**src/rtl/ptp_pkg.sv**
```systemverilog
// Shared widths, capture states and type limits for the PTP receive
// timestamp queue.
package ptp_pkg;

    localparam int TS_SEC_W   = 48;
    localparam int TS_NS_W    = 30;
    localparam int SRC_PORT_W = 80;
    localparam int REC_W      = 178;

    localparam int TS_W  = TS_SEC_W + TS_NS_W;
    localparam int HDR_W = 4 + 16 + SRC_PORT_W;

    localparam logic [3:0] EVT_TYPE_MAX = 4'h3;

    typedef enum logic [1:0] {
        ST_IDLE,
        ST_FRAME,
        ST_STAGED
    } cap_state_e;

endpackage

```
**src/rtl/ptp_sync_fifo.sv**
```systemverilog
// Register FIFO with a show-ahead head; a pop frees a slot for a
// same-cycle push even when full.
module ptp_sync_fifo #(
    parameter int WIDTH = 8,
    parameter int DEPTH = 4
) (
    input  logic                     clk_i,
    input  logic                     rst_i,
    input  logic                     push_i,
    input  logic [WIDTH-1:0]         data_i,
    input  logic                     pop_i,
    output logic [WIDTH-1:0]         data_o,
    output logic [$clog2(DEPTH):0]   count_o,
    output logic                     full_o,
    output logic                     empty_o
);

    localparam int AW = $clog2(DEPTH);
    localparam int CW = AW + 1;

    logic [WIDTH-1:0] mem_q [DEPTH];
    logic [AW-1:0]    wr_ptr_q;
    logic [AW-1:0]    rd_ptr_q;
    logic [CW-1:0]    count_q;
    logic             do_push;
    logic             do_pop;

    assign empty_o = (count_q == '0);
    assign full_o  = (count_q == CW'(DEPTH));
    assign do_pop  = pop_i && !empty_o;
    assign do_push = push_i && (!full_o || do_pop);
    assign data_o  = mem_q[rd_ptr_q];
    assign count_o = count_q;

    always_ff @(posedge clk_i or posedge rst_i) begin
        if (rst_i) begin
            for (int i = 0; i < DEPTH; i++) begin
                mem_q[i] <= '0;
            end
        end else if (do_push) begin
            mem_q[wr_ptr_q] <= data_i;
        end
    end

    always_ff @(posedge clk_i or posedge rst_i) begin
        if (rst_i) begin
            wr_ptr_q <= '0;
            rd_ptr_q <= '0;
            count_q  <= '0;
        end else begin
            if (do_push) wr_ptr_q <= wr_ptr_q + AW'(1);
            if (do_pop)  rd_ptr_q <= rd_ptr_q + AW'(1);
            unique case ({do_push, do_pop})
                2'b10:   count_q <= count_q + CW'(1);
                2'b01:   count_q <= count_q - CW'(1);
                default: count_q <= count_q;
            endcase
        end
    end

endmodule

```
**src/rtl/ptp_rx_ts_fifo.sv**
```systemverilog
// Receive-side PTP timestamp capture: stamps SFD time, pairs it with the
// parsed header and queues the record only for frames ending cleanly.
module ptp_rx_ts_fifo
    import ptp_pkg::*;
#(
    parameter int DEPTH      = 4,
    parameter bit EVENT_ONLY = 1'b1
) (
    input  logic                    clk_i,
    input  logic                    rst_i,
    input  logic                    sof_i,
    input  logic                    eof_i,
    input  logic                    frame_err_i,
    input  logic [TS_SEC_W-1:0]     rtc_sec_i,
    input  logic [TS_NS_W-1:0]      rtc_ns_i,
    input  logic                    ptp_valid_i,
    input  logic [3:0]              ptp_msg_type_i,
    input  logic [15:0]             ptp_seq_id_i,
    input  logic [SRC_PORT_W-1:0]   ptp_src_port_i,
    input  logic                    rd_en_i,
    input  logic                    clr_ovf_i,
    output logic                    rd_valid_o,
    output logic [REC_W-1:0]        rd_data_o,
    output logic [$clog2(DEPTH):0]  count_o,
    output logic                    ovf_o,
    output logic [7:0]              drop_cnt_o
);

    cap_state_e       state_q, state_d;
    logic [TS_W-1:0]  ts_q, ts_d;
    logic [HDR_W-1:0] hdr_q, hdr_d;
    logic [HDR_W-1:0] in_hdr;
    logic [HDR_W-1:0] commit_hdr;
    logic             hdr_hit;
    logic             commit;
    logic             full;
    logic             empty;
    logic             drop;
    logic             ovf_q, ovf_d;
    logic [7:0]       drop_q, drop_d;

    assign in_hdr  = {ptp_msg_type_i, ptp_seq_id_i, ptp_src_port_i};
    assign hdr_hit = ptp_valid_i &&
                     (!EVENT_ONLY || (ptp_msg_type_i <= EVT_TYPE_MAX));

    // eof closes the old frame before a same-cycle sof opens the next one
    always_comb begin
        state_d    = state_q;
        ts_d       = ts_q;
        hdr_d      = hdr_q;
        commit     = 1'b0;
        commit_hdr = hdr_q;
        unique case (state_q)
            ST_FRAME: begin
                if (hdr_hit) begin
                    hdr_d   = in_hdr;
                    state_d = ST_STAGED;
                end
                if (eof_i) begin
                    commit     = hdr_hit && !frame_err_i;
                    commit_hdr = in_hdr;
                    state_d    = ST_IDLE;
                end
            end
            ST_STAGED: begin
                if (eof_i) begin
                    commit  = !frame_err_i;
                    state_d = ST_IDLE;
                end
            end
            default: ;
        endcase
        if (sof_i) begin
            ts_d    = {rtc_sec_i, rtc_ns_i};
            state_d = ST_FRAME;
        end
    end

    always_ff @(posedge clk_i or posedge rst_i) begin
        if (rst_i) begin
            state_q <= ST_IDLE;
            ts_q    <= '0;
            hdr_q   <= '0;
        end else begin
            state_q <= state_d;
            ts_q    <= ts_d;
            hdr_q   <= hdr_d;
        end
    end

    ptp_sync_fifo #(
        .WIDTH (REC_W),
        .DEPTH (DEPTH)
    ) u_fifo (
        .clk_i   (clk_i),
        .rst_i   (rst_i),
        .push_i  (commit),
        .data_i  ({commit_hdr, ts_q}),
        .pop_i   (rd_en_i),
        .data_o  (rd_data_o),
        .count_o (count_o),
        .full_o  (full),
        .empty_o (empty)
    );

    // full implies non-empty, so rd_en always frees the slot
    assign drop = commit && full && !rd_en_i;

    always_comb begin
        ovf_d  = ovf_q;
        drop_d = drop_q;
        if (clr_ovf_i) begin
            ovf_d  = 1'b0;
            drop_d = '0;
        end else if (drop) begin
            ovf_d = 1'b1;
            if (drop_q != 8'hFF) drop_d = drop_q + 8'd1;
        end
    end

    always_ff @(posedge clk_i or posedge rst_i) begin
        if (rst_i) begin
            ovf_q  <= 1'b0;
            drop_q <= '0;
        end else begin
            ovf_q  <= ovf_d;
            drop_q <= drop_d;
        end
    end

    assign rd_valid_o = !empty;
    assign ovf_o      = ovf_q;
    assign drop_cnt_o = drop_q;

endmodule
```
**config.mk**
```make
export PLATFORM = sky130hd
export DESIGN_NAME = ptp_rx_ts_fifo
export DESIGN_NICKNAME = d
export VERILOG_FILES = /design/src/rtl/ptp_pkg.sv /design/src/rtl/ptp_sync_fifo.sv /design/src/rtl/ptp_rx_ts_fifo.sv
export SDC_FILE = /design/constraint.sdc
export NUM_CORES = 2
export LEC_CHECK = 0
export ABC_AREA = 0
export CAP_MARGIN = 20
export CORE_MARGIN = 1.5
export CORE_UTILIZATION = 30
export CTS_BUF_LIST = sky130_fd_sc_hd__clkbuf_8
export CTS_CLUSTER_DIAMETER = 100
export DETAILED_ROUTE_END_ITERATION = 7
export PLACE_DENSITY = 0.53
export SYNTH_ARGS = -nofsm -noshare
export SYNTH_HDL_FRONTEND = slang
export SYNTH_SLANG_ARGS = --single-unit
```
**constraint.sdc**
```tcl
create_clock -name clk_i -period 34.8 [get_ports clk_i]
set_input_delay 5.22 -clock clk_i [delete_from_list [all_inputs] [get_ports clk_i]]
set_output_delay 5.22 -clock clk_i [all_outputs]
set_load 0.05 [all_outputs]
```
==> results.yml <==
status:
  status: "finished clean"
critical_path:
  rr_endpoint: "u_fifo.mem_q[246]"
  cp_slowest_stage_delay_ps: 890
  cp_max_fo: 40
  crit_path_end_kind: "primary output"
  cp-start-kind: "flip-flop"
  r2r_setup_slack_ps: 30280
  cp.arrival_ps: 5460
  cp_common_cell: "buf_4"
  cp_slowest_cell: "dfrtp_4"
  ff2ff_path_depth: 6
  critPathBufInv: 4
  required_ps: 29580
  path_class: "reg2out"
  crit_chain: "buf_4, buf_4, buf_4, mux4_2, clkdlybuf4s50_1"
  r2r-start: "u_fifo.count_o[1]"
  cp_top_family: "buffers and inverters"
floorplanning:
  die_w_um: 361.3
  io_pins: 377
  row_count: 131
  die_y_um: 361.3
  core_area_mm2: 0.1275
  initial_core_util_pct: 30.21
  die_area_mm2: 0.1306
final_layout:
  multiInputGateArea_mm2: 0.01480
  num-nets-final: 3541
  area_delta_synth_final_pct: 22.19
  finalNonFillerCells: 5134
  nFillCells: 12420
  drive_gt1_share_pct: 24.81
  ff_latch_area_mm2: 0.02273
pwr:
  finalPower_uw: 3653
  ir_drop_mv: 0.04212
  power.density_mw_per_mm2: 77.62
  p_leak_uw: 0.02179
  power_frac_seq_pct: 40.0
  power_frac_clock_pct: 27.3
  switching_share_pct: 35.66
  p_int_uw: 2350
  switchingPower_uw: 1303
  power.share.combinational_pct: 32.7
worst_hold_path:
  whs_endpoint: "hdr_q[36]"
  hp-start: "hdr_q[36]"
  hold_path_class: "reg2reg"
  whs_path_depth: 2
synth:
  yosys.area.top_type: "dfrtp_1"
  avgSynthCellArea_um2: 13.00
  synth_common_cells: "dfrtp_1 (908), nand2_1 (701), o21ai_0 (403)"
  ys_ff_latch: 908
  yosysMostFrequentCell: "dfrtp_1"
  synth_ff_type: "dfrtp_1"
  synth_cells: 2964
  syn-num-nets: 3159
  synth-edff-count: 0
  synth_area_mm2: 0.03852
  async_flop_share_pct: 100.0
  netlist_top_cells_area: "dfrtp_1 (59%), mux2_2 (11%), mux4_2 (10%)"
  synth_warnings: 0
  yosysSeqAreaShare_pct: 58.99
  synth_top_area_share_pct: 58.99
  yosysUniqueCellTypes: 40
cts:
  postCtsSetupBuffers: 0
  ctsHoldBuffers: 0
  clock_latency_ps: 860
  clock_path_buffers: 3
  cts_max_level: 4
  cts_buffers: 166
  numClockSinks: 908
  root_buffer: "clkbuf_8"
  post_cts_resize_count: 0
  cts_tree: "built"
  clk_pin_slew_ps: 50
sta:
  max_slew_margin_pct: 31.35
  slew_viol_final: 0
  finalHoldViolCount: 0
  hold-worst-slack_ps: 469.7
  fmax_mhz: 93.61
  setup_viol_count_final: 0
  post-route-period-util_pct: 30.70
  finalCriticalPeriod_ps: 10680
  rsz0062_at_grt: "no"
  worstMarginPinSlew_ps: 1030
  finalSetupTns_ps: 0
  clock_skew_ps: 42.07
placement:
  io_buffer_count: 376
  post-dp-hpwl_mm: 61.49
  dp.cells: 4839
  gp_congestion: 0.7329
global_routing:
  grt_usage_pct: 15.69
  grt_pass1_vias: 25440
  antenna_found_initial: 19
  grt-ovfl-total: 0
  grt_max_degree: 151
  grt_pass1_wl_mm: 157.9
routing:
  vias: 24030
  wire_per_inst_um: 19.72
  drtIter0Drc: 1121
  drc: 0
  wl_mm: 101.2
  ant_nets: 0
  vias_per_cell: 4.680
  firstDrtPassIters: 5
job:
  cap_violations: 0
## layout by cell type (no fill, tap or decap), types with 3 or more instances in the layout
cell | netlist | layout
mux4_2 | 178 | 178
and2_1 | 4 | 3
clkinv_2 | 0 | 15
o21ai_0 | 403 | 403
mux2i_1 | 101 | 101
xor2_1 | 3 | 3
o31ai_1 | 3 | 3
nand3_1 | 4 | 4
inv_6 | 0 | 3
a21oi_1 | 6 | 6
mux2_4 | 30 | 30
o2111ai_4 | 0 | 4
clkdlybuf4s50_1 | 0 | 375
clkbuf_8 | 0 | 206
buf_4 | 14 | 42
nor2_1 | 5 | 5
nand2_1 | 701 | 699
ha_1 | 8 | 8
or4_1 | 3 | 3
or3_1 | 3 | 3
inv_1 | 11 | 63
mux2_2 | 361 | 361
diode_2 | 0 | 6
inv_8 | 0 | 3
clkinvlp_4 | 0 | 3
xnor2_1 | 3 | 3
dfrtp_1 | 908 | 906
## cell families (layout without fill, tap and decap cells)
logic type	count (synthesis)	count (layout)	synth area share, %
flops	908	908	58.99
other cells	0	6	0
buf+inv	216	718	2.755
mux	670	670	24.76
compound gates	426	426	5.727
simple gates	729	729	7.325
xor+xnor	6	6	0.1365
fa+ha+maj	9	9	0.3119
## worst max-delay path by stage
stage | slack, ps | cells after the start | start | endpoint
after floorplan | 4050 | 1 | rst_i | drop_cnt_o[0]
after global placement | 24710 | 5 | u_fifo.rd_ptr_q[0] | rd_data_o[113]
after detailed placement | 24660 | 5 | u_fifo.rd_ptr_q[0] | rd_data_o[115]
after CTS | 23680 | 5 | u_fifo.rd_ptr_q[0] | rd_data_o[115]
after global routing | 23560 | 5 | u_fifo.rd_ptr_q[0] | rd_data_o[115]
final | 24120 | 5 | u_fifo.rd_ptr_q[0] | rd_data_o[91]
## area by class of cell
class,instances,area share [%]
Sequential cell,908,48.29
Antenna cell,6,0.03190
Multi-Input combinational cell,1840,31.44
Clock inverter,82,0.9385
Clock buffer,206,6.024
Tap cell,1662,4.418
Timing Repair Buffer,419,8.747
Inverter,11,0.1037
## per-stage QoR
stage / utilization [%] / instance area (um2) / setup slack [ps]
4_1_cts: 36.87 / 47020 / 23680
6_report: 36.91 / 47060 / 24120
3_3_place_gp: 34.30 / 43740 / 24710
5_1_grt: 36.90 / 47060 / 23560
3_5_place_dp: 34.30 / 43740 / 24660
2_1_floorplan: - / 38520 / 4052
## state kept, by name (all words and copies together) (netlist names)
| name | flops |
|---|---|
| hdr_q | 100 |
| u_fifo.mem_q | 712 |
| u_fifo.rd_ptr_q | 2 |
| state_q | 2 |
| u_fifo.wr_ptr_q | 2 |
| drop_cnt_o | 8 |
| u_fifo.count_o | 3 |
| ts_q | 78 |
| ovf_o | 1 |
## power groups by stage
stage / combinational, uW / clock [uW] / sequential (uW)
after floorplan: 881 / 0 / 1420
after global placement: 1200 / 0 / 1480
after detailed placement: 1220 / 0 / 1480
after CTS: 1220 / 1040 / 1460
after global routing: 1280 / 1090 / 1500
final: 1190 / 998 / 1460
## worst min-delay path: stages, from the launching register on
cell,delay (ps)
dfrtp_1,330
nand2_1,50
nand2_1,60
## per-layer routing
| metal | share of wire (%) | GRT usage (%) | up-vias |
|---|---|---|---|
| met5 | 0.17 | 0 | - |
| met4 | 3.0 | 5.808 | 28 |
| met3 | 5.4 | 4.624 | 197 |
| met2 | 48 | 25.27 | 433 |
| met1 | 44 | 19.94 | 12200 |
| li1 | - | - | 11170 |
(Power assumes the default switching activity.)
